===== src/rtl/cronometro_bcd.sv =====
// cronometro_bcd: BCD MM:SS stopwatch counting divider ticks.
//
// Build option: define CRONO_ALARM_EN to add the alarma output and its
// comparator against ALARM_MIN:ALARM_SEG.
//
// Ports:
//   clk        system clock, rising edge
//   rst_n      synchronous active-low reset
//   tick       one-cycle count pulse from the divider
//   btn_start  start level (synchronised, debounced)
//   btn_stop   stop level (synchronised, debounced)
//   btn_clear  clear level (synchronised, debounced)
//   inicio     divider enable, high while RUN
//   seg_u/seg_d/min_u/min_d  BCD digits of MM:SS
//   running    copy of inicio
//   wrap       one-cycle pulse on 59:59 -> 00:00
//   alarma     one-cycle pulse on reaching the alarm time (option only)
//
// state | meaning
// IDLE  | stopped at 00:00
// RUN   | counting ticks, divider enabled
// PAUSE | frozen at current value
module cronometro_bcd #(
  parameter int unsigned ALARM_MIN = 1,
  parameter int unsigned ALARM_SEG = 0
) (
  input  logic       clk,
  input  logic       rst_n,
  input  logic       tick,
  input  logic       btn_start,
  input  logic       btn_stop,
  input  logic       btn_clear,
  output logic       inicio,
  output logic [3:0] seg_u,
  output logic [3:0] seg_d,
  output logic [3:0] min_u,
  output logic [3:0] min_d,
  output logic       running,
`ifdef CRONO_ALARM_EN
  output logic       alarma,
`endif
  output logic       wrap
);

  if (ALARM_MIN > 59 || ALARM_SEG > 59) begin : g_bad_alarm
    $error("cronometro_bcd: alarm time out of range");
  end

  typedef enum logic [1:0] {S_IDLE, S_RUN, S_PAUSE} state_t;

  state_t     state_q, state_d;
  // Bit order {clear, stop, start}. btn_s_q samples the inputs, btn_q is
  // the previous sample; both reset to 1 so a held button gives no edge.
  logic [2:0] btn_s_q, btn_q;
  logic [2:0] btn_edge;
  logic [3:0] seg_u_q, seg_u_d, seg_d_q, seg_d_d;
  logic [3:0] min_u_q, min_u_d, min_d_q, min_d_d;
  logic       inicio_q, inicio_d;
  logic       wrap_q, wrap_d;
  logic       start_e, stop_e, clear_e, cnt_en;
`ifdef CRONO_ALARM_EN
  localparam logic [15:0] ALARM_BCD = {4'(ALARM_MIN / 10), 4'(ALARM_MIN % 10),
                                       4'(ALARM_SEG / 10), 4'(ALARM_SEG % 10)};
  logic alarma_q, alarma_d;
`endif

  assign btn_edge = btn_s_q & ~btn_q;
  assign start_e  = btn_edge[0];
  assign stop_e   = btn_edge[1];
  assign clear_e  = btn_edge[2];

  always_ff @(posedge clk) begin
    if (!rst_n) begin
      state_q  <= S_IDLE;
      btn_s_q  <= 3'b111;
      btn_q    <= 3'b111;
      seg_u_q  <= 4'd0;
      seg_d_q  <= 4'd0;
      min_u_q  <= 4'd0;
      min_d_q  <= 4'd0;
      inicio_q <= 1'b0;
      wrap_q   <= 1'b0;
`ifdef CRONO_ALARM_EN
      alarma_q <= 1'b0;
`endif
    end else begin
      state_q  <= state_d;
      btn_s_q  <= {btn_clear, btn_stop, btn_start};
      btn_q    <= btn_s_q;
      seg_u_q  <= seg_u_d;
      seg_d_q  <= seg_d_d;
      min_u_q  <= min_u_d;
      min_d_q  <= min_d_d;
      inicio_q <= inicio_d;
      wrap_q   <= wrap_d;
`ifdef CRONO_ALARM_EN
      alarma_q <= alarma_d;
`endif
    end
  end

  // Priority clear > start > stop.
  always_comb begin
    state_d = state_q;
    case (state_q)
      S_IDLE:  if (start_e) state_d = S_RUN;
      S_RUN: begin
        if (clear_e)     state_d = S_IDLE;
        else if (stop_e) state_d = S_PAUSE;
      end
      S_PAUSE: begin
        if (clear_e)      state_d = S_IDLE;
        else if (start_e) state_d = S_RUN;
      end
      default: state_d = S_IDLE;
    endcase
  end

  always_comb begin
    inicio_d = (state_d == S_RUN);
  end

  // A tick is counted off the current state, so stop in the same cycle
  // still counts it; clear overrides it.
  assign cnt_en = (state_q == S_RUN) && tick && !clear_e;

  always_comb begin
    seg_u_d = seg_u_q;
    seg_d_d = seg_d_q;
    min_u_d = min_u_q;
    min_d_d = min_d_q;
    wrap_d  = 1'b0;
    if (clear_e) begin
      seg_u_d = 4'd0;
      seg_d_d = 4'd0;
      min_u_d = 4'd0;
      min_d_d = 4'd0;
    end else if (cnt_en) begin
      if (seg_u_q != 4'd9) seg_u_d = seg_u_q + 4'd1;
      else begin
        seg_u_d = 4'd0;
        if (seg_d_q != 4'd5) seg_d_d = seg_d_q + 4'd1;
        else begin
          seg_d_d = 4'd0;
          if (min_u_q != 4'd9) min_u_d = min_u_q + 4'd1;
          else begin
            min_u_d = 4'd0;
            if (min_d_q != 4'd5) min_d_d = min_d_q + 4'd1;
            else begin
              min_d_d = 4'd0;
              wrap_d  = 1'b1;
            end
          end
        end
      end
    end
  end

`ifdef CRONO_ALARM_EN
  // Only a counted tick can fire the alarm, never a clear to 00:00.
  always_comb begin
    alarma_d = cnt_en && ({min_d_d, min_u_d, seg_d_d, seg_u_d} == ALARM_BCD);
  end
  assign alarma = alarma_q;
`endif

  assign inicio  = inicio_q;
  assign running = inicio_q;
  assign wrap    = wrap_q;
  assign seg_u   = seg_u_q;
  assign seg_d   = seg_d_q;
  assign min_u   = min_u_q;
  assign min_d   = min_d_q;

endmodule


===== config.mk =====
export PLATFORM = sky130hd
export DESIGN_NAME = cronometro_bcd
export DESIGN_NICKNAME = d
export VERILOG_FILES = /design/src/rtl/cronometro_bcd.sv
export SDC_FILE = /design/constraint.sdc
export NUM_CORES = 1
export LEC_CHECK = 0
export CAP_MARGIN = 20
export CORE_MARGIN = 3
export CORE_UTILIZATION = 25
export CTS_CLUSTER_DIAMETER = 40
export CTS_CLUSTER_SIZE = 30
export DETAILED_ROUTE_END_ITERATION = 6
export MAX_ROUTING_LAYER = met4
export PLACE_DENSITY = 0.43
export SETUP_SLACK_MARGIN = 0.02
export SLEW_MARGIN = 20
export SYNTH_ARGS = -nofsm -noshare
export SYNTH_HDL_FRONTEND = slang
export SYNTH_SLANG_ARGS = --single-unit

===== constraint.sdc =====
create_clock -name clk -period 5.7 [get_ports clk]
set_clock_uncertainty 0.2 [all_clocks]
set_input_delay 0.57 -clock clk [delete_from_list [all_inputs] [get_ports clk]]
set_output_delay 0.57 -clock clk [all_outputs]
set_load 0.01 [all_outputs]

==> run summary, run 1 <==
share of the synthesized area in the top cell type -> 45.2%
worst r2r dst -> min_u[1]
syn nets -> 137
ys flop type -> dfxtp_1
DR vias -> 1016
dpl hpwl -> 1820 um
mapped cell area -> 0.00115 sq mm
Setup Fix Bufs, Post-CTS -> 0
final slew viol count -> 0
root buffer cell -> clkbuf_8
largest net degree at the start of global routing -> 20
critical-path cell list -> clkdlybuf4s50_1 -> and3b_1 -> or4b_1 -> or4_1 -> a21oi_1
R2R setup slack -> 3.26 ns
critical path's largest stage delay -> 0.72 ns
most area-consuming cells after synthesis -> dfxtp_1 (45%), a21oi_1 (6.5%), or4_1 (5.2%)
die area -> 0.00545 sq mm
P&R area growth vs syn -> 30.3%
setup_tns -> 0 ns
reg2reg path depth -> 4
hold buffer count at CTS -> 0
CP delay by family, top -> simple AND/OR/NAND/NOR gates
critical path arrival -> 2.70 ns
status -> complete, no violations
worst-margin pin slew -> 0.614 ns
Stages on worst setup path -> 5
fin cells -> 205
Worst setup SP type -> primary input
hold crit path type -> reg -> reg
Avg Inst Size Synth -> 8.79 sq um
min Tclk post-route -> 2.70 ns
CP max-delay cell -> or4b_1
nets -> 160
CTS tree -> yes
Post-synth EDFFs -> 0
number of remaining DRC errors -> 0
CTS clock-pin slew for the worst setup and hold paths -> 0.10 ns
fin crit share -> 47.3%
max_cap viols -> 0
achievable frequency -> 371 MHz
Ant. Diodes -> 0
1st-pass router iterations -> 2
FFs w/ async S/R, synth -> 0%
core area -> 0.00441 sq mm
count of final setup violators -> 0
vias in the first global route -> 969
Sink Count -> 26
CP Capture Type -> flop
FP Rows -> 24
Post-Syn Instances -> 131
routability cong. -> 0.730
CP required -> 5.70 ns
Port Buf Inserts -> 24
placed insts -> 201
r2r startpoint -> seg_u[2]
initial antenna violation count -> 0
H-tree Lvls -> 1
share of layout cells above drive strength 1 -> 3.27%
initial DRC count -> 36
pwr dens -> 238 mW/mm^2
die height -> 73.9 um
CTS-repair resized insts -> 0
#FFs+latches synth -> 26
CTS max path bufs -> 2
P_leak -> 0.486 nW
Yosys warning total -> 0
Seq/Total Area, Yosys -> 45.2%
I/O pins -> 25
Routed WL -> 2520 um
Avg Vias per Cell -> 4.96
Worst slew margin -> 59.0%
total grt overflow -> 0
RSZ-0062 raised after global routing -> false
clock latency on the worst-skew pair -> 0.27 ns
Setup crit end -> min_u[1]
Total GRT Usage -> 10.9%
post-route ant nets -> 0
Die X -> 73.9 um
maximum VDD drop -> 0.0902 mV
Final Hold Vio Count -> 0
first-pass GRT wire length -> 4510 um
CP Class -> in -> reg
CP Buf/Inv Count -> 1
Initial Util -> 26.1%
CP Max Fanout -> 19
CP Launch Point -> tick
number of library cell types mapped by synthesis -> 35
DR WL/cell -> 12.3 um
post-synth top area cell -> dfxtp_1
Inserted Clock Buffers -> 3
[where the power goes]
| part | switching [mW] | total (mW) | internal, mW |
|---|---|---|---|
| combinational | 0.00739 | 0.0147 | 0.00728 |
| clock | 0.0623 | 0.156 | 0.0940 |
| sequential | 0.00149 | 0.186 | 0.184 |
[cell usage after synthesis, drive strengths merged, types with 2 or more instances]
cell and number:
or3 2, and3 2, nand2b 8, buf 2, nor2 8, dfxtp 26
nor2b 8, or4b 2, a21oi 15, o31ai 7, or4 8, clkbuf 4
inv 6, nand3b 2, nand3 2, o21ai 5, nand2 7
[placed cells by master, fill, tap and decap left out, types with 3 or more instances in the layout]
master | netlist | layout
nor2b_1 | 8 | 8
inv_1 | 6 | 6
nand2b_1 | 8 | 8
o31ai_1 | 7 | 7
dfxtp_1 | 26 | 26
a21oi_1 | 15 | 15
nand2_1 | 7 | 7
clkdlybuf4s50_1 | 0 | 24
nor2_1 | 8 | 8
clkbuf_8 | 0 | 3
o21ai_0 | 5 | 5
or4_1 | 8 | 8
[worst register-to-register path, stage by stage, from the launching register on]
cell	delay, ns
dfxtp_1	0.36
nand4bb_1	0.26
or4b_1	0.80
or4_1	0.59
a21oi_1	0.15
[metrics by stage]
step	util [%]	hold WS, ns	power [mW]	cell area, sq um	worst slack [ns]
after CTS	34.0	0.245	0.362	1500	2.99
after global routing	34.0	0.278	0.369	1500	2.85
after floorplan	-	0.202	0.198	1150	3.46
after global placement	32.4	0.216	0.205	1430	2.74
after detailed placement	32.4	0.216	0.205	1430	2.71
final	34.0	0.236	0.357	1500	3.00
[kinds of logic after synthesis]
| family | after synthesis | synth area share (%) |
|---|---|---|
| AND/OR/NAND/NOR | 59 | 32.3 |
| AO/OA/AOI/OAI | 33 | 17.4 |
| flip-flops | 26 | 45.2 |
| buffers and inverters | 12 | 4.35 |
| XOR/XNOR | 1 | 0.761 |
[final cells by class]
cell class | instances | area [sq um]
clock buffers | 3 | 41.3
clock inverters | 1 | 30.0
fillers | 441 | 2910
inverters | 6 | 22.5
multi-input cells | 93 | 581
flip-flops and latches | 26 | 520
well taps | 52 | 65.1
repair buffers | 24 | 240
[how the worst min path moves through the flow]
stage,from,endpoint,cells past startpoint,slack [ns]
2_1_floorplan,btn_s_q[1],btn_q[1],1,0.20
3_3_place_gp,btn_s_q[1],btn_q[1],1,0.22
3_5_place_dp,btn_s_q[1],btn_q[1],1,0.22
4_1_cts,btn_s_q[1],btn_q[1],1,0.24
5_1_grt,btn_s_q[1],btn_q[1],1,0.28
6_report,btn_s_q[1],btn_q[1],1,0.24
[state kept, by name, summed over array words and instances, names as in the netlist]
| register | count |
|---|---|
| seg_u | 4 |
| btn_s_q | 3 |
| wrap | 1 |
| min_d | 4 |
| inicio | 1 |
| seg_d | 4 |
| state_q | 2 |
| btn_q | 3 |
| min_u | 4 |
[layer usage]
metal,routed length [um],GRT usage (%),vias up
met4,40,4.23,0
met2,1170,17.2,18
li1,-,-,515
met5,0,-,-
met1,1220,13.7,478
met3,88,2.05,5
No activity file was read; power rests on OpenSTA's default activity.
==> run 2: changes to the inputs <==
==> constraint.sdc (replaced) <==
create_clock -name clk -period 2.7 [get_ports clk]
set_clock_uncertainty 0.2 [all_clocks]
set_input_delay 0.27 -clock clk [delete_from_list [all_inputs] [get_ports clk]]
set_output_delay 0.27 -clock clk [all_outputs]
set_load 0.01 [all_outputs]
==> run summary, run 2 (same netlist as run 1, synthesis figures left out) <==
maximum VDD drop -> 0.388 mV (+330%)
die height -> 73.9 um (unchanged)
P&R area growth vs syn -> 28.4%
design area -> 0.00148 sq mm (-1.5%)
Port Buf Inserts -> 24 (unchanged)
Comb power frac -> 4.8% (+0.7 points)
core area -> 0.00441 sq mm (unchanged)
DR WL/cell -> 12.4 um (+0.75%)
post-route ant nets -> 0 (unchanged)
Final Hold Vio Count -> 0 (unchanged)
Clock power frac -> 33.5% (-10 points)
switch share -> 20.8% (+0.88 points)
setup_tns -> 0 ns (unchanged)
power share of the sequential group -> 61.7% (+9.6 points)
CP required -> 2.69 ns (-3.01 ns)
1st-pass router iterations -> 4 (+2)
worst-margin pin slew -> 0.638 ns (+0.0244 ns)
placed insts -> 202 (+0.50%)
hold crit path type -> reg -> reg
filler instances -> 472 (+7.0%)
most common cell after layout, fill and taps aside -> dfxtp_1
CP Capture Type -> flop
dpl cell area -> 0.00144 sq mm (+0.53%)
CTS clock-pin slew for the worst setup and hold paths -> 0.09 ns (about the same)
Avg Vias per Cell -> 5.00 (+0.98%)
nets -> 161 (+0.63%)
initial antenna violation count -> 0 (unchanged)
Worst slew margin -> 57.4% (-1.6 points)
Worst setup SP type -> flop
Psw -> 133 uW (+86%)
RSZ-0062 raised after global routing -> false
setup ws final -> 0.430 ns (-2.57 ns)
number of remaining DRC errors -> 0 (unchanged)
first-pass GRT wire length -> 4490 um (-0.31%)
final slew viol count -> 0 (unchanged)
DR vias -> 1026 (+0.98%)
Sink Count -> 26 (unchanged)
Die X -> 73.9 um (unchanged)
I/O pins -> 25 (unchanged)
Hold Path Stages -> 1 (unchanged)
Place WS -> 0.163 ns (-2.54 ns)
count of final setup violators -> 0 (unchanged)
achievable frequency -> 441 MHz
clock latency on the worst-skew pair -> 0.26 ns (about the same)
largest net degree at the start of global routing -> 20 (unchanged)
internal power -> 504 uW (+77%)
CTS max path bufs -> 2 (unchanged)
root buffer cell -> clkbuf_8
pwr dens -> 431 mW/mm^2 (+81%)
share of layout cells above drive strength 1 -> 3.27% (unchanged)
reg2reg path depth -> 5 (+1)
Inserted Clock Buffers -> 3 (unchanged)
fin util -> 33.5% (-0.51 points)
CP Class -> reg -> reg
initial DRC count -> 50 (+39%)
total grt overflow -> 0 (unchanged)
most frequent cells in the layout -> dfxtp_1 (26), clkdlybuf4s50_1 (24), a21oi_1 (15)
Routed WL -> 2540 um (+0.75%)
critical path arrival -> 2.26 ns (-0.44 ns)
Total GRT Usage -> 10.9% (about the same)
max_cap viols -> 0 (unchanged)
status -> complete, no violations
H-tree Lvls -> 1 (unchanged)
routability cong. -> 0.732 (+0.22%)
CP Max Fanout -> 19 (unchanged)
fin cells -> 205 (unchanged)
vias in the first global route -> 911 (-6.0%)
Setup Fix Bufs, Post-CTS -> 0 (unchanged)
min Tclk post-route -> 2.27 ns
CTS tree -> yes
hold buffer count at CTS -> 0 (unchanged)
FP Rows -> 24 (unchanged)
CTS-repair resized insts -> 0 (unchanged)
dpl hpwl -> 1790 um (-1.6%)
fin crit share -> 84.1%
Ant. Diodes -> 0 (unchanged)
P_leak -> 0.476 nW (-2.1%)
Initial Util -> 26.1% (unchanged)
die area -> 0.00545 sq mm (unchanged)
==> run 2: changes by cell type in the layout (fill, tap and decap cells not counted), sizes merged <==
cell | previous run | this run
bufinv | 1 | 0
buf | 0 | 1
==> run 2: power groups by stage <==
stage | clock, mW | combinational (mW) | sequential, mW
floorplan | 0 | 0.0158 | 0.401
CTS | 0.229 | 0.0312 | 0.393
global placement | 0 | 0.0313 | 0.401
detailed placement | 0 | 0.0314 | 0.402
global route | 0.244 | 0.0349 | 0.394
finish | 0.213 | 0.0309 | 0.393
==> run 2: through the flow <==
| step | hold WS (ns) | total power [mW] |
|---|---|---|
| floorplan | 0.139 | 0.417 |
| global placement | 0.217 | 0.433 |
| detailed placement | 0.224 | 0.433 |
| CTS | 0.247 | 0.653 |
| global route | 0.276 | 0.673 |
| finish | 0.240 | 0.637 |
==> run 2: layout make-up <==
cell class	count	area (sq um)	area share [%]
tap	52	65.1	4.40
sequential	26	520	35.2
timing repair buffer	25	248	16.8
clock buffer	3	41.3	2.79
multi-input combinational	93	581	39.3
inverter	6	22.5	1.52
==> run 2: worst max-delay path, stage by stage, from the launching register on <==
cell and delay [ns]:
dfxtp_1 0.36, nand4bb_1 0.26, or4b_1 0.52, buf_4 0.21, or4_1 0.51, a21oi_1 0.15
==> run 2: routing by layer <==
| layer | track usage (%) | wire, um | vias up |
|---|---|---|---|
| met5 | - | 0 | - |
| met4 | 3.22 | 14 | 0 |
| met3 | 3.28 | 118 | 2 |
| met2 | 15.9 | 1180 | 21 |
| met1 | 14.4 | 1230 | 486 |
| li1 | - | - | 517 |
==> run 2: final timing paths <==
check             start        to  slack, ns
max            seg_u[2]  min_u[1]       0.43
max reg2reg    seg_u[2]  min_u[1]       0.43
min          btn_s_q[1]  btn_q[1]       0.24
min reg2reg  btn_s_q[1]  btn_q[1]       0.24
==> run 3: changes to the inputs <==
==> constraint.sdc (replaced) <==
create_clock -name clk -period 2.1 [get_ports clk]
set_clock_uncertainty 0.2 [all_clocks]
set_input_delay 0.21 -clock clk [delete_from_list [all_inputs] [get_ports clk]]
set_output_delay 0.21 -clock clk [all_outputs]
set_load 0.01 [all_outputs]
==> run summary, run 3 (same netlist as run 1, synthesis figures left out) <==
violated checks -> negative setup slack
CTS max path bufs -> 2 (unchanged)
initial DRC count -> 49 (-2.0%)
achievable frequency -> 463 MHz (+5.1%)
P&R area growth vs syn -> 43.2%
I/O pins -> 25 (unchanged)
CTS tree -> yes
most frequent cells in the layout -> dfxtp_1 (24), clkdlybuf4s50_1 (24), a21oi_1 (14), buf_4 (14)
die area -> 0.00545 sq mm (unchanged)
vias in the first global route -> 935 (+2.6%)
Setup crit end -> min_d[1]
clock latency on the worst-skew pair -> 0.27 ns (about the same)
post-route ant nets -> 0 (unchanged)
pwr dens -> 507 mW/mm^2 (+18%)
1st-pass router iterations -> 4 (unchanged)
worst-margin pin slew -> 0.685 ns (+0.0474 ns)
number of remaining DRC errors -> 0 (unchanged)
critical path arrival -> 2.16 ns (-0.10 ns)
CP Class -> reg -> reg
fin cells -> 222 (+8.3%)
r2r startpoint -> seg_u[1]
core area -> 0.00441 sq mm (unchanged)
largest net degree at the start of global routing -> 17 (-15%)
RSZ-0062 raised after global routing -> true
Routed WL -> 2890 um (+14%)
Worst setup SP type -> flop
reg2reg path depth -> 5 (unchanged)
Final Hold Vio Count -> 0 (unchanged)
initial antenna violation count -> 0 (unchanged)
area of the multi-input gates -> 612 sq um (+5.4%)
min Tclk post-route -> 2.16 ns (-0.110 ns)
Initial Util -> 26.1% (unchanged)
CP Launch Point -> seg_u[1]
H-tree Lvls -> 1 (unchanged)
DR vias -> 1089 (+6.1%)
Inserted Clock Buffers -> 3 (unchanged)
Ant. Diodes -> 0 (unchanged)
dpl hpwl -> 2020 um (+13%)
FP Rows -> 24 (unchanged)
CP Max Fanout -> 8 (-11)
placed insts -> 216 (+6.9%)
DR WL/cell -> 13.0 um (+5.1%)
fin crit share -> 103% (+19 points)
worst r2r dst -> min_d[1]
first-pass GRT wire length -> 4570 um (+1.8%)
root buffer cell -> clkbuf_8
design area -> 0.00165 sq mm (+12%)
total grt overflow -> 0 (unchanged)
filler instances -> 445 (-5.7%)
Die X -> 73.9 um (unchanged)
Min Hold Slack -> 0.231 ns (-0.00907 ns)
CP required -> 2.10 ns (-0.59 ns)
share of layout cells above drive strength 1 -> 17.1% (+14 points)
P_leak -> 0.572 nW (+20%)
min-delay src -> btn_s_q[1]
routability cong. -> 0.727 (-0.60%)
Storage cell area -> 523 sq um (+0.48%)
maximum VDD drop -> 0.376 mV (-3.0%)
hold crit path type -> reg -> reg
max_cap viols -> 0 (unchanged)
nets -> 178 (+11%)
final slew viol count -> 0 (unchanged)
Avg Vias per Cell -> 4.91 (-2.0%)
hold buffer count at CTS -> 0 (unchanged)
Worst slew margin -> 54.2% (-3.2 points)
die height -> 73.9 um (unchanged)
status -> complete, but fails checks
CTS clock-pin slew for the worst setup and hold paths -> 0.09 ns (about the same)
dpl cell area -> 0.00154 sq mm (+7.5%)
setup ws final -> -0.0600 ns (-0.490 ns)
Sink Count -> 26 (unchanged)
count of final setup violators -> 3 (+3)
fin util -> 37.3% (+3.9 points)
R2R setup slack -> -0.06 ns (-0.49 ns)
Hold Path Stages -> 1 (unchanged)
Port Buf Inserts -> 24 (unchanged)
CP Capture Type -> flop
Total GRT Usage -> 11.1% (+0.22 points)
[run 3: cell count changes in the layout (fill, tap and decap cells not counted)]
cell,previous run,this run
nand4bb_4,0,1
dfxtp_2,0,2
a21oi_1,15,14
or4b_4,0,2
or4b_1,2,0
buf_2,0,1
or4_1,8,7
a21oi_2,0,1
buf_4,1,14
dfxtp_1,26,24
buf_6,0,3
nand4bb_1,1,0
or4_4,0,1
[run 3: metrics by stage]
stage               setup TNS (ns)  power, mW  worst slack (ns)
global route                -0.462      0.871            -0.108
global placement             -2.23      0.562            -0.276
finish                      -0.138      0.836           -0.0600
CTS                         -0.196      0.851           -0.0759
detailed placement           -2.69      0.563            -0.334
floorplan                        0      0.536            0.0141
[run 3: critical path, cell delays in order (launching register included)]
cell       delay, ns
dfxtp_2         0.33
nand4bb_4       0.23
or4b_4          0.54
buf_6           0.15
or4_4           0.50
a21oi_1         0.15
[run 3: how the worst min path moves through the flow]
stage                          end  slack (ns)
after detailed placement  btn_q[1]        0.21
after global placement    btn_q[1]        0.21
final                     btn_q[1]        0.23
after global routing      btn_q[1]        0.26
after CTS                 btn_q[1]        0.24
after floorplan           btn_q[0]        0.08
[run 3: what timing repair did]
item / in CTS / in global routing
gates cloned: 1 / 0
endpoints found under the setup margin: 8 / 9
gates resized for setup: 3 / 5
setup buffers: 1 / 1
pin swaps: 12 / 2
[run 3: layout make-up]
cell class | count | share of cell area (%)
multi-input combinational | 93 | 37.1
timing repair buffer | 42 | 23.3
clock buffer | 3 | 2.51
tap | 52 | 3.95
sequential | 26 | 31.7
inverter | 6 | 1.37
[run 3: power by group]
| part | internal [mW] | switching (mW) | total, mW |
|---|---|---|---|
| clock network | 0.129 | 0.156 | 0.284 |
| registers | 0.500 | 0.00348 | 0.504 |
| logic | 0.0243 | 0.0231 | 0.0474 |
| total | 0.653 | 0.182 | 0.836 |
[run 3: routing by layer]
| layer | share of wire [%] | global-route usage (%) | vias up |
|---|---|---|---|
| met1 | 48 | 14.3 | 511 |
| met4 | 0.90 | 3.02 | 0 |
| met2 | 46 | 17.1 | 21 |
| met5 | 0 | - | - |
| li1 | - | - | 555 |
| met3 | 4.4 | 3.01 | 2 |
